### config.mk
export PLATFORM = sky130hd
export DESIGN_NAME = qpsk_mod_tx
export DESIGN_NICKNAME = d
export VERILOG_FILES = /design/src/rtl/qpsk_pkg.sv /design/src/rtl/qpsk_dibit_mapper.sv /design/src/rtl/qpsk_mod_tx.sv
export SDC_FILE = /design/constraint.sdc
export NUM_CORES = 1
export LEC_CHECK = 0
export ABC_AREA = 1
export CAP_MARGIN = 20
export CORE_UTILIZATION = 51
export CTS_BUF_LIST = sky130_fd_sc_hd__clkbuf_16
export DETAILED_ROUTE_END_ITERATION = 8
export PLACE_DENSITY = 0.8
export SETUP_SLACK_MARGIN = 0.4
export SYNTH_ARGS = -nofsm -noshare
export SYNTH_HDL_FRONTEND = slang
export SYNTH_SLANG_ARGS = --single-unit
### constraint.sdc
create_clock -name ce_clk -period 2.5 [get_ports ce_clk]
set_input_delay 0.625 -clock ce_clk [delete_from_list [all_inputs] [get_ports ce_clk]]
set_output_delay 0.625 -clock ce_clk [all_outputs]
set_load 0.05 [all_outputs]
### src/rtl/qpsk_pkg.sv
`default_nettype none
// ============================================================================
// qpsk_pkg - shared constants, FSM state type and Gray-map encoding for QPSK TX
// Rev 1.0
// ============================================================================
package qpsk_pkg;

  localparam int SPS_DEFAULT     = 16;
  localparam int DIBITS_PER_WORD = 16;
  localparam int DIBIT_W         = 4;
  localparam int IQ_W            = 16;
  localparam int AMP_W           = IQ_W - 1;

  typedef enum logic [0:0] {
    IDLE = 1'b0,
    RUN  = 1'b1
  } state_t;

  localparam logic GRAY_POS = 1'b0;
  localparam logic GRAY_NEG = 1'b1;

endpackage
`default_nettype wire

### src/rtl/qpsk_dibit_mapper.sv
`default_nettype none
// ============================================================================
// qpsk_dibit_mapper - combinational Gray map of one dibit and magnitude to {I,Q}
// Rev 1.0
// ============================================================================
module qpsk_dibit_mapper
  import qpsk_pkg::*;
(
  input  logic [1:0]       dibit_i,
  input  logic [AMP_W-1:0] amp_i,
  output logic [IQ_W-1:0]  i_o,
  output logic [IQ_W-1:0]  q_o
);

  logic [IQ_W-1:0] w_pos;
  logic [IQ_W-1:0] w_neg;

  // Top bit of +A is always zero, so negation can never overflow.
  assign w_pos = {1'b0, amp_i};
  assign w_neg = -w_pos;

  assign i_o = (dibit_i[1] == GRAY_NEG) ? w_neg : w_pos;
  assign q_o = (dibit_i[0] == GRAY_NEG) ? w_neg : w_pos;

endmodule
`default_nettype wire

### src/rtl/qpsk_mod_tx.sv
`default_nettype none
// ============================================================================
// qpsk_mod_tx - QPSK modulator: 32-bit dibit words in, rectangular {I,Q} out
// Rev 1.0
// ============================================================================
module qpsk_mod_tx
  import qpsk_pkg::*;
#(
  parameter int SPS     = SPS_DEFAULT,
  parameter int PKT_LEN = 256
) (
  input  logic             ce_clk,
  input  logic             ce_rst,
  input  logic             clear,
  input  logic [AMP_W-1:0] amp,
  input  logic [31:0]      s_axis_tdata,
  input  logic             s_axis_tlast,
  input  logic             s_axis_tvalid,
  output logic             s_axis_tready,
  output logic [31:0]      m_axis_tdata,
  output logic             m_axis_tlast,
  output logic             m_axis_tvalid,
  input  logic             m_axis_tready,
  output logic             busy
);

  localparam int SC_W = (SPS > 1) ? $clog2(SPS) : 1;
  localparam int PC_W = (PKT_LEN > 1) ? $clog2(PKT_LEN) : 1;
  localparam logic [SC_W-1:0]    SAMP_LAST  = SC_W'(SPS - 1);
  localparam logic [PC_W-1:0]    PKT_LAST   = PC_W'(PKT_LEN - 1);
  localparam logic [DIBIT_W-1:0] DIBIT_LAST = DIBIT_W'(DIBITS_PER_WORD - 1);

  state_t             state_q, state_d;
  logic [31:0]        word_q, word_d;
  logic [AMP_W-1:0]   amp_q, amp_d;
  logic               last_q, last_d;
  logic [DIBIT_W-1:0] dibit_q, dibit_d;
  logic [SC_W-1:0]    samp_q, samp_d;
  logic [PC_W-1:0]    pkt_q, pkt_d;

  logic               w_run;
  logic               w_s_hs;
  logic               w_m_hs;
  logic               w_final;
  logic               w_tlast;
  logic [31:0]        w_shifted;
  logic [IQ_W-1:0]    w_i;
  logic [IQ_W-1:0]    w_q;

  assign w_run   = (state_q == RUN);
  assign w_final = (dibit_q == DIBIT_LAST) && (samp_q == SAMP_LAST);
  assign w_tlast = w_run && ((pkt_q == PKT_LAST) || (last_q && w_final));

  // Refuse input while a reset or flush is pending so no word is lost silently.
  assign s_axis_tready = !w_run && !ce_rst && !clear;
  assign w_s_hs        = s_axis_tvalid && s_axis_tready;
  assign w_m_hs        = w_run && m_axis_tready;

  assign w_shifted = word_q << {dibit_q, 1'b0};

  qpsk_dibit_mapper u_mapper (
    .dibit_i (w_shifted[31:30]),
    .amp_i   (amp_q),
    .i_o     (w_i),
    .q_o     (w_q)
  );

  assign m_axis_tvalid = w_run;
  assign m_axis_tdata  = w_run ? {w_i, w_q} : 32'h0;
  assign m_axis_tlast  = w_tlast;
  assign busy          = w_run;

  always_comb begin
    state_d = state_q;
    word_d  = word_q;
    amp_d   = amp_q;
    last_d  = last_q;
    dibit_d = dibit_q;
    samp_d  = samp_q;
    pkt_d   = pkt_q;
    case (state_q)
      IDLE: begin
        if (w_s_hs) begin
          state_d = RUN;
          word_d  = s_axis_tdata;
          last_d  = s_axis_tlast;
          amp_d   = amp;
          dibit_d = '0;
          samp_d  = '0;
        end
      end
      RUN: begin
        if (w_m_hs) begin
          pkt_d = w_tlast ? '0 : pkt_q + 1'b1;
          if (samp_q == SAMP_LAST) begin
            samp_d  = '0;
            dibit_d = dibit_q + 1'b1;
            if (dibit_q == DIBIT_LAST) begin
              state_d = IDLE;
            end
          end else begin
            samp_d = samp_q + 1'b1;
          end
        end
      end
      default: state_d = IDLE;
    endcase
  end

  always_ff @(posedge ce_clk or posedge ce_rst) begin
    if (ce_rst) begin
      state_q <= IDLE;
      word_q  <= '0;
      amp_q   <= '0;
      last_q  <= 1'b0;
      dibit_q <= '0;
      samp_q  <= '0;
      pkt_q   <= '0;
    end else if (clear) begin
      state_q <= IDLE;
      word_q  <= '0;
      amp_q   <= '0;
      last_q  <= 1'b0;
      dibit_q <= '0;
      samp_q  <= '0;
      pkt_q   <= '0;
    end else begin
      state_q <= state_d;
      word_q  <= word_d;
      amp_q   <= amp_d;
      last_q  <= last_d;
      dibit_q <= dibit_d;
      samp_q  <= samp_d;
      pkt_q   <= pkt_d;
    end
  end

endmodule
`default_nettype wire

==> results of run 1 <==
[critical path: cells and delay by family (launching register included)]
family	cells	cell delay, ps
buf+inv	4	650
flops	1	420
simple gates	7	780
[cells in the mapped netlist (all sizes together)]
cell type,number
inv,68
dfrtp,65
a21boi,1
nand3b,2
ha,4
xor2,11
a21oi,10
xnor2,1
buf,14
nor3b,1
nand3,54
clkbuf,9
o211ai,1
o21ai,57
nor2,72
nand2,182
nand4,5
nor3,11
and3,1
[power by group through the flow]
stage / sequential, mW / combinational [mW] / clock, mW
after floorplan: 1.14 / 0.469 / 0
after global placement: 1.15 / 0.667 / 0
after detailed placement: 1.15 / 0.686 / 0
after CTS: 1.14 / 0.823 / 1.23
after global routing: 1.15 / 1.08 / 1.32
final: 1.15 / 1.04 / 1.28
[final cells by class]
type                       count  area [um2]
multi-input combinational    419        2801
timing repair buffer         133        1685
sequential                    65        1640
fill                         244       579.3
inverter                      68       279.0
clock buffer                   9       225.2
tap                           99       123.9
clock inverter                 7       62.56
timing repair inverter         1       11.26
[cells in the final DEF, fill, tap and decap left out, types with 2 or more instances in the layout]
cell type,instances
a21oi_2,3
o21ai_2,2
clkinvlp_4,2
nor2_2,17
o21ai_0,48
nand2_8,7
dfrtp_2,8
clkinv_2,4
nor3_4,2
nand2_1,106
nor3_1,6
buf_12,41
buf_6,7
a21oi_1,6
clkdlybuf4s50_1,50
dfrtp_1,56
nand3_4,5
nand4_1,5
nor3_2,3
ha_4,2
inv_2,11
nor2_4,35
xor2_1,10
clkbuf_16,9
buf_4,32
nand3_1,27
dlygate4sd2_1,2
ha_1,2
o21ai_1,7
nand3_2,22
inv_1,55
nand2_4,11
nand3b_1,2
nand2_2,64
nor2_1,20
[per-stage QoR]
stage	hold slack [ps]	std cells	setup TNS [ps]	instance area (um2)	total power, mW
final	546.4	801	-8129	6829	3.465
after detailed placement	496.6	745	-77.73	5627	1.838
after global routing	556.9	801	-9147	6829	3.548
after floorplan	469.1	569	0	4353	1.611
after global placement	490.4	745	0	5627	1.816
after CTS	508.4	778	-3623	6427	3.194
[registers in the layout, indices dropped and copies added, names as in the netlist]
register,count
busy,1
last_q,1
word_q,32
samp_q,4
dibit_q,4
amp_q,15
pkt_q,8
[per-layer routing]
metal	GRT usage	vias up	wire length [um]
li1	-	2052	-
met3	0.08081	215	2259
met1	0.4225	2404	6196
met5	0	-	0
met2	0.6130	526	8705
met4	0.2339	0	1795
[cell families after synthesis]
| family | after synthesis |
|---|---|
| simple gates | 328 |
| buf+inv | 91 |
| compound gates | 69 |
| flops | 65 |
| xor+xnor | 12 |
| fa+ha+maj | 4 |
[how the worst max path moves through the flow]
stage / start / endpoint / slack (ps) / cells after the start
3_3_place_gp: amp_q[1]$_DFFE_PP0P_ / m_axis_tdata[30] / 70 / 11
3_5_place_dp: amp_q[1]$_DFFE_PP0P_ / m_axis_tdata[30] / -40 / 11
2_1_floorplan: dibit_q[0]$_DFFE_PP0P_ / m_axis_tdata[21] / 160 / 10
4_1_cts: dibit_q[0]$_DFFE_PP0P_ / m_axis_tdata[25] / -140 / 10
6_report: dibit_q[0]$_DFFE_PP0P_ / m_axis_tdata[29] / -310 / 11
5_1_grt: dibit_q[0]$_DFFE_PP0P_ / m_axis_tdata[29] / -430 / 11
[what timing repair did]
action,in CTS,in global routing
pin swaps,43,36
gates cloned,8,0
gates resized for setup,90,67
buffers inserted,9,23
endpoints found under the setup margin,32,35
==> results_dict.tcl, run 1 <==
set metrics [dict create \
    final_util 0.9218 \
    cts_tree "built" \
    drv_cap 0 \
    power_frac_clock 0.371 \
    clk_latency_ps 340 \
    place.port_buffers 88 \
    r2r_start "dibit_q[0]$_DFFE_PP0P_" \
    min_period_ps 2813 \
    synth_top_area_frac 0.4062 \
    hp-start "word_q[31]$_DFFE_PP0P_" \
    syn_area_um2 4004 \
    rrSetupSlack_ps 300 \
    seq_power_share 0.330 \
    fp.dieW_um 90.61 \
    slowest_delay_ps 420 \
    dieArea_um2 8209 \
    grt_first_pass_wirelength_um 23600 \
    htreeDepth 3 \
    ys_types 33 \
    antenna_found_initial 0 \
    yosys_warnings 0 \
    synth_fa_ha_area_frac 0.01250 \
    cts_hold_buffers 0 \
    timing.final.ws_setup_ps -313.3 \
    overflow 0 \
    antennaDiodeCount 0 \
    nets 754 \
    clockBufferDepth 2 \
    period_share 1.125 \
    criticalPathCategory "reg -> out" \
    cpMaxStageDelayCell "dfrtp_1" \
    drtIter0Drc 758 \
    antenna_left 0 \
    cp-end-kind "output port" \
    r2r_cells 11 \
    finalWirelength_um 18960 \
    syn_nets 626 \
    violations "setup timing" \
    core_um2 7408 \
    drt_pass1_iterations 7 \
    status "finished, violations left" \
    p_comb_frac 0.299 \
    hold_violations 0 \
    rsz0062_at_grt "true" \
    yosys.area_share.simple 0.3550 \
    swShare 0.3521 \
    clock_sink_count 65 \
    ir_drop_mv 0.4099 \
    synth_top_family_by_area "simple AND/OR/NAND/NOR gates" \
    grt_max_degree 66 \
    io_pins 89 \
    crit_top_cell "buf_12" \
    track_usage 0.3661 \
    p_sw_mw 1.220 \
    synth-seq-cells 65 \
    synth_compound_area_frac 0.08750 \
    finalSetupViolCount 31 \
    clkTransAtPathRegs_ps 50 \
    initial_core_util 0.5404 \
    slew_viol_final 0 \
    p_per_area_nw_per_um2 507.4 \
    startpoint_type "flop" \
    max_slew_margin 0.6939 \
    vias 5197 \
    critPathMaxFanout 6 \
    grt_pass1_vias 4696 \
    finClkSkew_ps 10.56 \
    dpl.hpwl_um 7835 \
    cts_root_buffer "clkbuf_16" \
    rows 31 \
    r2r-end "pkt_q[0]$_DFFE_PP0P_" \
    p_int_mw 2.245 \
    synth_area_leaders "dfrtp_1 41%, nand2_1 16%, o21ai_0 6.3%" \
    place_congestion 0.9065 \
    tightest_slew_ps 457.6 \
    hold_path_class "reg -> reg" \
    critPathArrivalTime_ps 2190 \
    cts_buffers 9 \
    fp.dieH_um 90.61 \
    required_ps 1880 \
    yosysSeqAreaShare 0.4062 \
    synth_xor_area_frac 0.02625 \
    viasPerCell 6.488 \
    min_to "word_q[31]$_DFFE_PP0P_" \
    crit_chain "buf_12 > buf_12 > nand2_4 > nand3_2 > nand3_4 > nand3_4 > buf_6 > nand3_1 > nand2_2 > nor2_4 > buf_12" \
    syn_area_per_cell_um2 7.037 \
    drive_above_1_share 0.4202 \
    place_worst_setup_slack_ps -44.72 \
    area_delta_synth_final_pct 70.56 \
    synth_mux_area_frac 0 \
    timing.fmax_mhz 355.5 \
    hold_depth 2 \
    p_leak_nw 2.896 \
    drc 0 \
    syn_inst 569 \
    wl_per_cell_um 23.67 \
    yosysTopAreaCell "dfrtp_1" \
]
(Power assumes the default switching activity.)
==> inputs of run 2 (changes only) <==
--- a/config.mk
+++ b/config.mk
@@ -11,7 +11,7 @@
 export CTS_BUF_LIST = sky130_fd_sc_hd__clkbuf_16
 export DETAILED_ROUTE_END_ITERATION = 8
 export PLACE_DENSITY = 0.8
-export SETUP_SLACK_MARGIN = 0.4
+export SETUP_SLACK_MARGIN = 0.5
 export SYNTH_ARGS = -nofsm -noshare
 export SYNTH_HDL_FRONTEND = slang
 export SYNTH_SLANG_ARGS = --single-unit
==> run 2 against run 1 <==
Net effect: the flow still finishes with violations (setup timing); sequential cell count stayed put; via count fell by 8.2%; sequential share of layout area rose by 1.1 points; maximum frequency down 1.6%; die area unchanged; design area is 4.4% lower; critical path depth decreased by 1; first-iteration DRC count decreased by 34%; wire length shrank 15%; final cell count down 1.4%; sequential power barely moved; critical path type unchanged; largest cell class unchanged; largest power group unchanged; highest routed layer unchanged.
==> results_dict.tcl, run 2 (synthesis gave the netlist of run 1 again) <==
set metrics [dict create \
    r2r-end "pkt_q[7]$_DFFE_PP0P_" \
    finalWirelength_um 16080 \
    clockBufferDepth 2 \
    required_ps 1880 \
    nFillCells 338 \
    seq_area_um2 1638 \
    area_delta_synth_final_pct 63.00 \
    critPathArrivalTime_ps 2240 \
    criticalPathCategory "reg -> out" \
    multiInputGateArea_um2 2597 \
    drive_above_1_share 0.3401 \
    hold_violations 0 \
    finClkSkew_ps 7.039 \
    grt_first_pass_wirelength_um 21560 \
    p_per_area_nw_per_um2 537.7 \
    r2r_cells 9 \
    period_share 1.144 \
    track_usage 0.3350 \
    ir_drop_mv 0.4187 \
    violations "setup timing" \
    place_worst_setup_slack_ps -3.815 \
    r2r_start "dibit_q[0]$_DFFE_PP0P_" \
    min_period_ps 2860 \
    timing.final.ws_setup_ps -360.3 \
    grt_max_degree 49 \
    cts_buffers 9 \
    core_um2 7408 \
    drv_cap 0 \
    antennaDiodeCount 0 \
    initial_core_util 0.5404 \
    clk_latency_ps 330 \
    drtIter0Drc 502 \
    overflow 0 \
    vias 4769 \
    wl_per_cell_um 20.35 \
    crit_top_cell "nand2_1" \
    regMostFlops "word_q" \
    grt_pass1_vias 4530 \
    critPathMaxFanout 5 \
    rows 31 \
    top_regs "word_q (32), amp_q (15), pkt_q (8)" \
    status "finished, violations left" \
    io_pins 89 \
    dpl.hpwl_um 8177 \
    fp.dieW_um 90.61 \
    holdWs_ps 460.4 \
    place_congestion 0.9109 \
    nets 743 \
    tightest_slew_ps 467.5 \
    place.port_buffers 88 \
    antenna_found_initial 0 \
    crit_chain "nor2_2 > nand2_2 > nor2_4 > nand2_1 > o21ai_1 > nand2_1 > nand2_1 > nand2_1 > nor2_4 > buf_12" \
    slew_viol_final 0 \
    viasPerCell 6.037 \
    cp-end-kind "output port" \
    largest_reg_flops 32 \
    cts_tree "built" \
    antenna_left 0 \
    rsz0062_at_grt "true" \
    clkTransAtPathRegs_ps 60 \
    clock_sink_count 65 \
    max_slew_margin 0.6883 \
    hold_path_class "in -> async" \
    slowest_delay_ps 480 \
    p_leak_nw 2.789 \
    fp.dieH_um 90.61 \
    cts_hold_buffers 0 \
    htreeDepth 3 \
    layout_commonest_cell "nand2_1" \
    startpoint_type "flop" \
    rrSetupSlack_ps 600 \
    finalSetupViolCount 31 \
    dieArea_um2 8209 \
    cts_root_buffer "clkbuf_16" \
    drc 0 \
    timing.fmax_mhz 349.6 \
    cpMaxStageDelayCell "dfrtp_2" \
    final_cell_mix "138 x nand2_1, 59 x inv_1, 58 x dfrtp_1, 50 x clkdlybuf4s50_1, 48 x o21ai_0" \
    drt_pass1_iterations 5 \
]
run 2: cell count changes in the layout (fill, tap and decap cells not counted), moves of 3 or more:
| cell | delta |
|---|---|
| buf_12 | -5 |
| nand2_1 | +32 |
| nand2_2 | -23 |
| inv_1 | +4 |
| nor2_1 | +4 |
| clkinv_2 | -3 |
| nand2_4 | -10 |
| buf_4 | -4 |
| nand3_1 | +3 |
| inv_2 | -6 |
| nor2_2 | -4 |
run 2: power by group:
part	leakage, nW	total (mW)	internal, mW	switching, mW
Combinational	1.75	0.916	0.345	0.571
Sequential	0.875	1.14	1.10	0.0434
Clock	0.167	1.45	0.973	0.477
Total	2.79	3.51	2.42	1.09
run 2: routing by layer:
layer | vias to the layer above | global-route usage | routed length [um]
met5 | - | 0 | 0
met4 | 0 | 0.1922 | 1017
met3 | 121 | 0.07155 | 1523
met2 | 391 | 0.5979 | 7861
met1 | 2225 | 0.3651 | 5672
li1 | 2032 | - | -
run 2: critical path: cells and delay by family (launching register included):
kind	cells	cell delay, ps
buffers and inverters	1	140
AND/OR/NAND/NOR	8	1070
flip-flops	1	480
AO/OA/AOI/OAI	1	210
run 2: cell type report:
class,count,area share
flip-flops and latches,65,0.2510
multi-input cells,417,0.3980
inverters,68,0.04314
clock buffers,9,0.03451
clock inverters,7,0.01783
repair buffers,125,0.2366
well taps,99,0.01898
run 2: worst max-delay path by stage:
stage,from,end,depth (start not counted)
5_1_grt,dibit_q[0]$_DFFE_PP0P_,m_axis_tdata[4],12
2_1_floorplan,dibit_q[0]$_DFFE_PP0P_,m_axis_tdata[21],10
3_3_place_gp,amp_q[0]$_DFFE_PP0P_,m_axis_tdata[14],11
3_5_place_dp,amp_q[0]$_DFFE_PP0P_,m_axis_tdata[30],11
6_report,amp_q[6]$_DFFE_PP0P_,m_axis_tdata[26],10
4_1_cts,dibit_q[0]$_DFFE_PP0P_,m_axis_tdata[7],11
run 2: through the flow:
step	utilization	TNS (ps)	instance area (um2)	power, mW	cells
final	0.8809	-7130	6526	3.509	790
after global routing	0.8809	-8526	6526	3.606	790
after CTS	0.8306	-3494	6153	3.350	767
after detailed placement	0.7538	-3.815	5584	1.842	744
after global placement	0.7538	0	5584	1.813	744
after floorplan	-	0	4377	1.614	569
run 2: what timing repair did:
item / in CTS / in global routing
buffers inserted: 4 / 22
gates resized for setup: 48 / 50
endpoints found under the setup margin: 38 / 43
pin swaps: 8 / 12
gates cloned: 3 / 1
==> inputs of run 3 (changes only) <==
--- a/config.mk
+++ b/config.mk
@@ -10,6 +10,7 @@
 export CORE_UTILIZATION = 51
 export CTS_BUF_LIST = sky130_fd_sc_hd__clkbuf_16
 export DETAILED_ROUTE_END_ITERATION = 8
+export HOLD_SLACK_MARGIN = 0.15
 export PLACE_DENSITY = 0.8
 export SETUP_SLACK_MARGIN = 0.5
 export SYNTH_ARGS = -nofsm -noshare
==> results of run 3 <==
Final layout, timing and power as in run 2 (identical DEF).
